File: config.mk
export PLATFORM = sky130hd
export DESIGN_NAME = sram_arbiter
export DESIGN_NICKNAME = d
export VERILOG_FILES = /design/src/rtl/sram_arb_pkg.sv /design/src/rtl/sram_arb_picker.sv /design/src/rtl/sram_arbiter.sv
export SDC_FILE = /design/constraint.sdc
export NUM_CORES = 1
export LEC_CHECK = 0
export ABC_AREA = 1
export BUFFER_PORTS_ARGS = -buffer_cell sky130_fd_sc_hd__buf_4
export CAP_MARGIN = 40
export CORE_MARGIN = 2
export CORE_UTILIZATION = 35
export CTS_CLUSTER_SIZE = 30
export DETAILED_ROUTE_END_ITERATION = 10
export PLACE_DENSITY_LB_ADDON = 0.1
export SYNTH_ARGS = -nofsm -noshare
export SYNTH_HDL_FRONTEND = slang
export SYNTH_SLANG_ARGS = --single-unit
File: constraint.sdc
create_clock -name clk -period 6.6 [get_ports clk]
set_clock_uncertainty 0.2 [all_clocks]
set_input_delay 0.66 -clock clk [delete_from_list [all_inputs] [get_ports clk]]
set_output_delay 0.66 -clock clk [all_outputs]
set_load 0.005 [all_outputs]
File: src/rtl/sram_arb_pkg.sv
// Shared types and constants for the two-port SRAM controller arbiter.
package sram_arb_pkg;

  typedef enum logic [1:0] {
    IDLE = 2'd0,
    BUSY = 2'd1,
    RESP = 2'd2
  } arb_state_t;

  localparam logic PORT_0 = 1'b0;
  localparam logic PORT_1 = 1'b1;

  localparam int DEFAULT_TIMEOUT_CYC = 31;

  // Wide enough for the largest allowed timeout (255).
  localparam int CNT_W = 8;

endpackage

File: src/rtl/sram_arb_picker.sv
// Combinational grant selection between the two requesters.
// Define SRAM_ARB_RR_EN to alternate on simultaneous requests; otherwise
// port 0 has fixed priority and last_served is ignored.
module sram_arb_picker
  import sram_arb_pkg::*;
(
  input  logic req_0,
  input  logic req_1,
  input  logic last_served,
  output logic winner,
  output logic valid
);

`ifndef SRAM_ARB_RR_EN
  logic unused_last_served;
  assign unused_last_served = last_served;
`endif

  // Pick the port to grant; valid whenever anyone is asking.
  always_comb begin
    valid  = req_0 | req_1;
    winner = PORT_0;
`ifdef SRAM_ARB_RR_EN
    if (req_0 && req_1) begin
      winner = (last_served == PORT_0) ? PORT_1 : PORT_0;
    end else if (req_1) begin
      winner = PORT_1;
    end
`else
    if (!req_0 && req_1) begin
      winner = PORT_1;
    end
`endif
  end

endmodule

File: src/rtl/sram_arbiter.sv
// Two-port arbiter in front of a single SRAM controller.
// IDLE grants a requester, BUSY drives the controller until mem_ready (or
// timeout), RESP pulses done for one cycle. Optional round-robin on
// simultaneous requests is enabled with SRAM_ARB_RR_EN.
module sram_arbiter
  import sram_arb_pkg::*;
#(
  parameter int ADDR_W      = 32,
  parameter int DATA_W      = 32,
  parameter int TIMEOUT_CYC = DEFAULT_TIMEOUT_CYC
) (
  input  logic              clk,
  input  logic              rst,
  input  logic              req_0,
  input  logic              req_1,
  input  logic              we_0,
  input  logic              we_1,
  input  logic [ADDR_W-1:0] addr_0,
  input  logic [ADDR_W-1:0] addr_1,
  input  logic [DATA_W-1:0] wdata_0,
  input  logic [DATA_W-1:0] wdata_1,
  output logic              done_0,
  output logic              done_1,
  output logic [DATA_W-1:0] rdata_0,
  output logic [DATA_W-1:0] rdata_1,
  output logic              stall_0,
  output logic              stall_1,
  output logic              err,
  output logic              mem_we,
  output logic              mem_re,
  output logic [ADDR_W-1:0] mem_addr,
  output logic [DATA_W-1:0] mem_wdata,
  input  logic [DATA_W-1:0] mem_rdata,
  input  logic              mem_ready
);

  // The counter value on the last allowed BUSY cycle; reaching it times out.
  localparam logic [CNT_W-1:0] BUSY_LAST = CNT_W'(TIMEOUT_CYC - 1);

  arb_state_t       state;
  logic             cur_port;
  logic             cur_we;
  logic             last_served;
  logic [CNT_W-1:0] busy_cnt;
  logic             winner;
  logic             win_valid;

  sram_arb_picker u_picker (
    .req_0       (req_0),
    .req_1       (req_1),
    .last_served (last_served),
    .winner      (winner),
    .valid       (win_valid)
  );

  assign stall_0 = req_0 & ~done_0;
  assign stall_1 = req_1 & ~done_1;

  // Arbitration FSM with registered controller strobes and response pulses.
  always_ff @(posedge clk or posedge rst) begin
    if (rst) begin
      state       <= IDLE;
      cur_port    <= PORT_0;
      cur_we      <= 1'b0;
      last_served <= PORT_1;
      busy_cnt    <= '0;
      mem_we      <= 1'b0;
      mem_re      <= 1'b0;
      mem_addr    <= '0;
      mem_wdata   <= '0;
      rdata_0     <= '0;
      rdata_1     <= '0;
      done_0      <= 1'b0;
      done_1      <= 1'b0;
      err         <= 1'b0;
    end else begin
      case (state)
        IDLE: begin
          if (win_valid) begin
            state     <= BUSY;
            cur_port  <= winner;
            busy_cnt  <= '0;
            cur_we    <= (winner == PORT_1) ? we_1 : we_0;
            mem_we    <= (winner == PORT_1) ? we_1 : we_0;
            mem_re    <= (winner == PORT_1) ? ~we_1 : ~we_0;
            mem_addr  <= (winner == PORT_1) ? addr_1 : addr_0;
            mem_wdata <= (winner == PORT_1) ? wdata_1 : wdata_0;
`ifdef SRAM_ARB_RR_EN
            last_served <= winner;
`endif
          end
        end
        BUSY: begin
          if (mem_ready && (busy_cnt != '0)) begin
            state  <= RESP;
            mem_we <= 1'b0;
            mem_re <= 1'b0;
            done_0 <= (cur_port == PORT_0);
            done_1 <= (cur_port == PORT_1);
            if (!cur_we) begin
              if (cur_port == PORT_0) begin
                rdata_0 <= mem_rdata;
              end else begin
                rdata_1 <= mem_rdata;
              end
            end
          end else if (busy_cnt == BUSY_LAST) begin
            state  <= RESP;
            mem_we <= 1'b0;
            mem_re <= 1'b0;
            done_0 <= (cur_port == PORT_0);
            done_1 <= (cur_port == PORT_1);
            err    <= 1'b1;
          end else begin
            busy_cnt <= busy_cnt + 1'b1;
          end
        end
        RESP: begin
          state  <= IDLE;
          done_0 <= 1'b0;
          done_1 <= 1'b0;
          err    <= 1'b0;
        end
        default: begin
          state <= IDLE;
        end
      endcase
    end
  end

endmodule

==> results.ini, run 1 <==
[status]
status = completed

[drt]
wl_per_cell_um = 16.9
via_count = 6516
drc_errors = 0
drt-total-wl_um = 22300
drtPass1Iterations = 4
drtAntennaViolNets = 0
drt-initial-drc-count = 389
via_per_inst = 4.93

[cells_and_area]
drive_gt1_share_pct = 33.1
final_common_cell = buf_4
seq_area_um2 = 3630
num_antenna_cells = 0
final_cell_mix = buf_4 (309), nand2_1 (253), dfrtp_1 (145)
multi_input_area_um2 = 2620
final.fill_count = 1827
areaGrowthSynthToFinish_pct = 47.5
fin_nets = 1248

[yosys]
synth_seq_cells = 145
post-synth-top-area-fraction_pct = 55.3
synth_cells = 793
yosysUniqueCellTypes = 21
synth-main-ff-cell = dfrtp_1
synth.avg_cell_area_um2 = 8.27
synthTopCellsByArea = dfrtp_1 (55%), nand2_1 (15%), a21oi_1 (10%)
async_flop_share_pct = 100
synth-edff-count = 0
ys_seq_area_share_pct = 55.3
yosysTopAreaCell = dfrtp_1
synth_nets = 967
syn_area_um2 = 6560
yosysWarnings = 0

[placement]
routabilityCongestion = 0.780
portBuffers = 301
dpl.hpwl_um = 15100
place_worst_setup_slack_ps = 3650

[critical_path]
critPathRequiredTime_ps = 6690
path_class = flip-flop to flip-flop
r2r_end = rdata_0[27]
r2r-start = busy_cnt[0]
path_max_fanout = 33
startpoint_type = flip-flop
crit_slowest_cell = nand3_2
worstPathArrival_ps = 3020
critPathCaptureType = flip-flop
reg2regPathDepth = 10
rrSetupSlack_ps = 3670
cp_top_family = simple AND/OR/NAND/NOR gates
cp_cell_sequence = inv_1 > ha_1 > nand2_1 > nor2_1 > nand2_2 > nand2_4 > inv_2 > nand3_2 > nand2_1 > nand2_1
cp_common_cell = nand2_1
path_buf_inv = 2
slowest_delay_ps = 760

[pwr]
clockPowerShare_pct = 25.9
internal_power_uw = 2800
pwr-share-seq_pct = 34.7
powerDensity_nw_per_um2 = 452
p_leak_uw = 0.00498
pwr-share-comb_pct = 39.4
sw_frac_of_total_pct = 35.9
power.switching_uw = 1570
ir_worst_vdd_uv = 166

[die]
die-width_um = 141
die_area_um2 = 19900
io_pins = 302
start_util_pct = 35.4
core_area_um2 = 18500
row_count = 50
dieHeight_um = 141

[clock_tree]
clk_pin_slew_ps = 60
cts_root_buffer = clkbuf_16
clk_latency_ps = 410
cts_tree = built
htreeDepth = 4
numClockSinks = 145
clk_path_buf_depth = 2
cts_buffers = 17

[global_routing]
grt_start_max_net_pins = 76
grt_use_total_pct = 22.6
antenna_found_initial = 0
overflow = 0
grt_pass1_wl_um = 35100
grt_pass1_vias = 6395

[sta]
fmax_ghz = 0.341
worst_slew_pin_slew_ps = 785
fin_setup_tns_ps = 0
final-hold-violation-count = 0
fin_crit_sh_pct = 44.4
fin_ws_ps = 3670
rsz0062_at_grt = false
fin_crit_ps = 2930
setup_viol = 0
slew_headroom_pct = 47.7
slew_violations = 0

[worst_hold_path]
hold_end = rdata_1[16]
worstHoldPathCells = 2
hp-start = rdata_1[16]
hp-class = flip-flop to flip-flop

[run]
cap_violations = 0

==> state kept, by name, summed over array words and instances (netlist names) <==
name	count
busy_cnt	8
cur_port	1
cur_we	1
done_0	1
done_1	1
err	1
mem_addr	32
mem_re	1
mem_wdata	32
mem_we	1
rdata_0	32
rdata_1	32
state	2
==> synth_stat cells, types with 2 or more instances <==
library cell / count
nand4_1: 34
dfrtp_1: 145
inv_1: 18
inv_2: 5
nand2_1: 254
buf_6: 3
nand3_1: 49
o21ai_0: 6
nand2_2: 3
ha_1: 7
o21ai_2: 2
a21oi_1: 132
buf_2: 26
clkbuf_1: 20
nand3b_1: 2
nor2_1: 82
==> power by group through the flow <==
stage,registers [µW],logic [µW],clock network [µW]
after floorplan,1530,788,0
after global placement,1530,1730,0
after detailed placement,1530,1740,0
after CTS,1520,1750,1160
after global routing,1570,1920,1190
final,1520,1720,1130
==> layout make-up <==
type	count	area share, %
repair buffers	311	24.4
multi-input cells	576	27.1
inverters	23	0.944
well taps	234	3.03
clock buffers	18	4.54
flip-flops and latches	145	37.5
clock inverters	14	2.56
==> worst max path at each step <==
stage                     start           to  cells past startpoint
floorplan                   rst  busy_cnt[0]                      1
global placement          req_1  mem_addr[7]                      7
detailed placement        req_1  mem_addr[6]                      7
CTS                 busy_cnt[0]  rdata_0[27]                     10
global route        busy_cnt[0]  rdata_0[25]                     10
finish              busy_cnt[0]  rdata_0[27]                     10
==> metal layers <==
layer,vias up,part of all wire (%),wire length [µm],track usage [%]
met3,32,8.1,1800,7.74
met4,0,2.1,461,7.26
met2,225,48,10800,36.4
li1,3165,-,-,-
met5,-,0,0,0
met1,3094,42,9280,28.6
==> repair_timing <==
| action | 4_1_cts | 5_1_grt |
|---|---|---|
| gates resized for setup | 0 | 0 |
| hold buffers | 1 | 0 |
| hold endpoints to repair | 26 | 0 |
| setup buffers | 0 | 0 |
==> per-stage QoR <==
step / instance area [µm²] / cells / util (%) / hold slack, ps / total power, µW
finish: 9670 / 1321 / 52.2 / 273 / 4370
floorplan: 6560 / 793 / - / 265 / 2320
global route: 9670 / 1321 / 52.2 / 268 / 4690
detailed placement: 8980 / 1288 / 48.5 / 260 / 3270
CTS: 9670 / 1321 / 52.2 / 257 / 4430
global placement: 8950 / 1287 / 48.3 / 256 / 3260
==> worst register-to-register path, delay by kind of cell, from the launching register on <==
kind | cells | cell delay (ps)
adder cells (fa/ha/maj) | 1 | 190
buffers and inverters | 2 | 580
flip-flops | 1 | 430
AND/OR/NAND/NOR | 7 | 1400
==> kinds of logic (layout without fill, tap and decap cells) <==
| group | count (synthesis) | count (layout) | synth area share [%] |
|---|---|---|---|
| adder cells (fa/ha/maj) | 7 | 7 | 1.34 |
| AND/OR/NAND/NOR | 428 | 428 | 27.5 |
| buffers and inverters | 72 | 366 | 4.96 |
| XOR/XNOR | 1 | 1 | 0.134 |
| AO/OA/AOI/OAI | 140 | 140 | 10.8 |
| flip-flops | 145 | 145 | 55.3 |
(Power assumes the default switching activity.)
==> run 2, diff against run 1 <==
Clock period 6.6 ns to 2.6 ns, I/O delays scaled along.
==> results.ini, run 2 (synthesis results as in run 1) <==
[die]
core_area_um2 = 18500  ; unchanged
io_pins = 302  ; unchanged
start_util_pct = 35.4  ; unchanged
row_count = 50  ; unchanged
die-width_um = 141  ; unchanged
die_area_um2 = 19900  ; unchanged
dieHeight_um = 141  ; unchanged

[critical_path]
worstPathArrival_ps = 2570  ; was 3020 ps
path_max_fanout = 36  ; was 33
startpoint_type = flip-flop  ; unchanged
critPathRequiredTime_ps = 2760  ; was 6690 ps
critPathCaptureType = flip-flop  ; unchanged
path_class = flip-flop to flip-flop  ; unchanged

[pwr]
ir_worst_vdd_uv = 542  ; was 166 µV
p_leak_uw = 0.00562  ; was 0.00498 µW
internal_power_uw = 7630  ; was 2800 µW
pwr-share-comb_pct = 45.8  ; was 39.4%
sw_frac_of_total_pct = 35.9  ; about the same
pwr-share-seq_pct = 32.4  ; was 34.7%
clockPowerShare_pct = 21.7  ; was 25.9%
power.switching_uw = 4280  ; was 1570 µW
powerDensity_nw_per_um2 = 1060  ; was 452 nW/µm²

[cells_and_area]
final_cell_mix = buf_4 (313), nand2_1 (253), dlygate4sd3_1 (161)  ; was buf_4 (309), nand2_1 (253), dfrtp_1 (145)
final_common_cell = buf_4  ; unchanged
instances_no_fill = 1487  ; was 1321
final.fill_count = 1626  ; was 1827
fin_nets = 1414  ; was 1248
num_antenna_cells = 0  ; unchanged
drive_gt1_share_pct = 29.2  ; was 33.1%
areaGrowthSynthToFinish_pct = 71.6  ; was 47.5%

[global_routing]
grt_start_max_net_pins = 114  ; was 76
grt_use_total_pct = 24.2  ; was 22.6%
grt_pass1_vias = 7357  ; was 6395
overflow = 0  ; unchanged
grt_pass1_wl_um = 38300  ; was 35100 µm
antenna_found_initial = 0  ; unchanged

[clock_tree]
numClockSinks = 145  ; unchanged
cts_setup_buffers = 0  ; unchanged
clk_path_buf_depth = 2  ; unchanged
clk_pin_slew_ps = 60  ; about the same
cts_buffers = 17  ; unchanged
clk_latency_ps = 420  ; was 410 ps
cts_root_buffer = clkbuf_16  ; unchanged
cts_tree = built  ; unchanged
htreeDepth = 4  ; unchanged

[sta]
slew_headroom_pct = 55.0  ; was 47.7%
fin_setup_tns_ps = 0  ; unchanged
fmax_ghz = 0.414  ; was 0.341 GHz
setup_viol = 0  ; unchanged
rsz0062_at_grt = false  ; unchanged
worst_slew_pin_slew_ps = 672  ; was 785 ps
fin_crit_ps = 2420  ; was 2930 ps
slew_violations = 0  ; unchanged
fin_crit_sh_pct = 92.9  ; was 44.4%
final-hold-violation-count = 0  ; unchanged
whs_ps = 59.3  ; was 273 ps

[drt]
drt-total-wl_um = 24100  ; was 22300 µm
via_per_inst = 4.88  ; was 4.93
via_count = 7261  ; was 6516
drtPass1Iterations = 5  ; was 4
drtAntennaViolNets = 0  ; unchanged
drc_errors = 0  ; unchanged
wl_per_cell_um = 16.2  ; was 16.9 µm
drt-initial-drc-count = 340  ; was 389

[run]
cap_violations = 0  ; unchanged

[placement]
place_inst = 1294  ; was 1288
portBuffers = 301  ; unchanged
routabilityCongestion = 0.834  ; was 0.780
dpl.hpwl_um = 15200  ; was 15100 µm

[worst_hold_path]
hp-class = input port to flip-flop  ; was flip-flop to flip-flop

[status]
status = completed  ; unchanged

[run 2: changes by cell type in the layout (fill, tap and decap cells not counted), sizes merged]
cell	delta
dlygate4sd3	+160
buf	+6
inv	+5
bufinv	-4
clkbuf	-1
[run 2: timing repair]
action	4_1_cts	5_1_grt
resized for setup	0	1
hold buffers	161	0
hold endpoints to repair	273	0
endpoints found under the setup margin	0	7
[run 2: power groups by stage]
stage | clock network, µW | logic, µW | registers (µW)
6_report | 2590 | 5460 | 3860
3_3_place_gp | 0 | 4400 | 3880
5_1_grt | 2740 | 6010 | 3990
4_1_cts | 2650 | 5410 | 3860
3_5_place_dp | 0 | 4430 | 3870
2_1_floorplan | 0 | 2000 | 3880
[run 2: cell type report]
cell class              instances  area [µm²]  area share (%)
clock inverters                15         185            1.65
repair buffers                477        4010            35.7
multi-input cells             576        2620            23.3
clock buffers                  17         425            3.78
flip-flops and latches        145        3630            32.2
well taps                     234         293            2.60
inverters                      23        90.1           0.801
[run 2: worst paths after layout]
path	startpoint	end	slack, ps	cells past startpoint
min in group asynchronous	rst	rdata_1[19]	360	4
worst min register to register	rdata_0[14]	rdata_0[14]	270	2
worst max-delay path	state[0]	mem_wdata[0]	180	8
worst min-delay path	req_1	state[1]	60	5
max in group asynchronous	rst	busy_cnt[5]	1290	4
worst max register to register	state[0]	mem_wdata[0]	180	8
[run 2: per-layer routing]
metal	share of wire [%]	vias to the layer above	GRT usage, %
met4	2.4	0	8.68
li1	-	3497	-
met3	8.4	39	8.05
met1	41	3459	30.0
met5	0	-	0
met2	48	266	39.7
[run 2: per-stage QoR]
stage | setup slack (ps) | instance area, µm² | total power [µW] | utilization, %
after global routing | 37.6 | 11300 | 12700 | 60.8
after detailed placement | 516 | 9030 | 8290 | 48.7
after CTS | 168 | 11200 | 11900 | 60.7
after floorplan | 321 | 6560 | 5880 | -
after global placement | 589 | 9030 | 8280 | 48.7
final | 184 | 11300 | 11900 | 60.8
[run 2: critical path: stages (launching register included)]
cell	delay (ps)
dfrtp_1	420
inv_1	100
ha_1	260
o21ai_4	120
inv_2	70
buf_4	380
nor2_1	70
a21oi_1	140
dlygate4sd3_1	570
==> run 3, diff against run 2 <==
Settings changed: CORE_UTILIZATION 35 to 30.
Clock period 2.6 ns to 2.4 ns, I/O delays scaled along.
==> results.ini, run 3 (synthesis results as in run 1) <==
[drt]
drtPass1Iterations = 4  ; was 5
drc_errors = 0  ; unchanged
drt-initial-drc-count = 336  ; was 340
via_count = 7277  ; was 7261
drtAntennaViolNets = 0  ; unchanged
wl_per_cell_um = 16.0  ; was 16.2 µm
drt-total-wl_um = 24600  ; was 24100 µm
via_per_inst = 4.72  ; was 4.88

[pwr]
powerDensity_nw_per_um2 = 1060  ; about the same
power_uw = 12100  ; was 11900 µW
ir_worst_vdd_uv = 472  ; was 542 µV
p_leak_uw = 0.00565  ; was 0.00562 µW

[global_routing]
grt_pass1_vias = 7601  ; was 7357
grt_pass1_wl_um = 39400  ; was 38300 µm
antenna_found_initial = 2  ; was 0
overflow = 0  ; unchanged
grt_use_total_pct = 21.0  ; was 24.2%
grt_start_max_net_pins = 57  ; was 114

[sta]
fin_crit_ps = 2250  ; was 2420 ps
fin_crit_sh_pct = 93.6  ; was 92.9%
final-hold-violation-count = 0  ; unchanged
slew_headroom_pct = 56.2  ; was 55.0%
fin_setup_tns_ps = 0  ; unchanged
setup_viol = 0  ; unchanged
fmax_ghz = 0.445  ; was 0.414 GHz
worst_slew_pin_slew_ps = 655  ; was 672 ps
rsz0062_at_grt = false  ; unchanged
slew_violations = 0  ; unchanged

[cells_and_area]
areaGrowthSynthToFinish_pct = 73.1  ; was 71.6%
drive_gt1_share_pct = 29.7  ; was 29.2%
instances_no_fill = 1542  ; was 1487
final.fill_count = 2073  ; was 1626
seq_area_um2 = 3630  ; unchanged
final_common_cell = buf_4  ; unchanged
post-route-util_pct = 52.5  ; was 60.8%
final_cell_mix = buf_4 (317), nand2_1 (253), dlygate4sd3_1 (161)  ; was buf_4 (313), nand2_1 (253), dlygate4sd3_1 (161)
multi_input_area_um2 = 2620  ; unchanged
fin_nets = 1421  ; was 1414

[die]
dieHeight_um = 152  ; was 141 µm
io_pins = 302  ; unchanged
row_count = 54  ; was 50
die_area_um2 = 23100  ; was 19900 µm²
core_area_um2 = 21600  ; was 18500 µm²
die-width_um = 152  ; was 141 µm
start_util_pct = 30.3  ; was 35.4%

[status]
status = completed  ; unchanged

[critical_path]
r2r_end = mem_wdata[14]  ; was mem_wdata[0]
rrSetupSlack_ps = 150  ; was 180 ps
path_class = flip-flop to flip-flop  ; unchanged
path_max_fanout = 13  ; was 36
worstPathArrival_ps = 2410  ; was 2570 ps
crit_slowest_cell = dlygate4sd3_1  ; unchanged
cp_cell_sequence = inv_1 > ha_1 > o21ai_4 > inv_2 > nor2_1 > a21oi_1 > dlygate4sd3_1  ; was inv_1 > ha_1 > o21ai_4 > inv_2 > buf_4 > nor2_1 > a21oi_1 > dlygate4sd3_1
critPathRequiredTime_ps = 2560  ; was 2760 ps
slowest_delay_ps = 570  ; about the same
cp_top_family = buffers and inverters  ; unchanged
critPathCaptureType = flip-flop  ; unchanged
path_buf_inv = 3  ; was 4
startpoint_type = flip-flop  ; unchanged
r2r-start = state[1]  ; was state[0]
reg2regPathDepth = 7  ; was 8
crit_start = state[1]  ; was state[0]

[clock_tree]
cts_setup_buffers = 0  ; unchanged
cts_root_buffer = clkbuf_16  ; unchanged
cts_buffers = 17  ; unchanged
numClockSinks = 145  ; unchanged
clk_pin_slew_ps = 70  ; was 60 ps
clk_path_buf_depth = 2  ; unchanged
clk_latency_ps = 420  ; about the same
htreeDepth = 4  ; unchanged
cts_tree = built  ; unchanged

[worst_hold_path]
worstHoldPathCells = 4  ; was 5
hp-class = input port to flip-flop  ; unchanged
hp-start = req_0  ; was req_1
hold_end = cur_we  ; was state[1]

[placement]
place_inst = 1347  ; was 1294
portBuffers = 301  ; unchanged
dpl.hpwl_um = 16500  ; was 15200 µm
routabilityCongestion = 0.827  ; was 0.834

[run]
cap_violations = 0  ; unchanged

==> run 3: changes by cell type in the layout (fill, tap and decap cells not counted) <==
cell | previous run | this run
buf_4 | 313 | 317
clkinvlp_4 | 1 | 5
inv_8 | 6 | 2
buf_12 | 2 | 5
bufinv_16 | 2 | 0
diode_2 | 0 | 2
clkbuf_8 | 0 | 1
inv_1 | 16 | 15
inv_2 | 6 | 7
inv_6 | 5 | 6
==> run 3: worst register-to-register path: stages (launching register included) <==
cell	delay, ps
dfrtp_1	400
inv_1	100
ha_1	260
o21ai_4	170
inv_2	260
nor2_1	70
a21oi_1	150
dlygate4sd3_1	570
==> run 3: worst max-delay path by stage <==
| stage | end | slack (ps) | cells after the start |
|---|---|---|---|
| finish | mem_wdata[14] | 150 | 7 |
| global route | mem_wdata[4] | 0.1 | 7 |
| CTS | mem_wdata[0] | 140 | 7 |
| detailed placement | busy_cnt[7] | 200 | 9 |
| global placement | busy_cnt[0] | 230 | 9 |
| floorplan | busy_cnt[0] | 140 | 1 |
==> run 3: what timing repair did <==
| item | in CTS | in global routing |
|---|---|---|
| gates resized for setup | 0 | 2 |
| hold buffers | 161 | 0 |
| hold endpoints to repair | 149 | 0 |
| endpoints found under the setup margin | 0 | 8 |
==> run 3: layer usage <==
metal  part of all wire [%]  vias up  global-route usage (%)
li1                       -     3517                       -
met1                     43     3484                    25.9
met2                     48      242                    35.2
met3                    7.0       34                    5.93
met4                    2.1        0                    7.43
met5                      0        -                       0
==> run 3: cell type report <==
cell class,count,share of cell area [%]
Tap cell,280,3.09
Clock inverter,14,1.05
Timing Repair Buffer,484,36.1
Inverter,23,0.794
Multi-Input combinational cell,576,23.1
Clock buffer,18,3.87
Sequential cell,145,32.0
Antenna cell,2,0.0441
==> run 3: stage by stage <==
step	hold WS [ps]	instance area [µm²]	setup WS, ps
2_1_floorplan	181	6560	141
3_3_place_gp	169	9170	229
3_5_place_dp	165	9170	200
4_1_cts	24.5	11300	141
5_1_grt	61.8	11400	0.105
6_report	37.3	11400	154
==> run 3: power breakdown <==
part           leakage [µW]  switching, µW  internal, µW  total, µW
Sequential          0.00179            657          3520       4180
Combinational       0.00360           2700          2600       5300
Clock              0.000265           1190          1380       2570
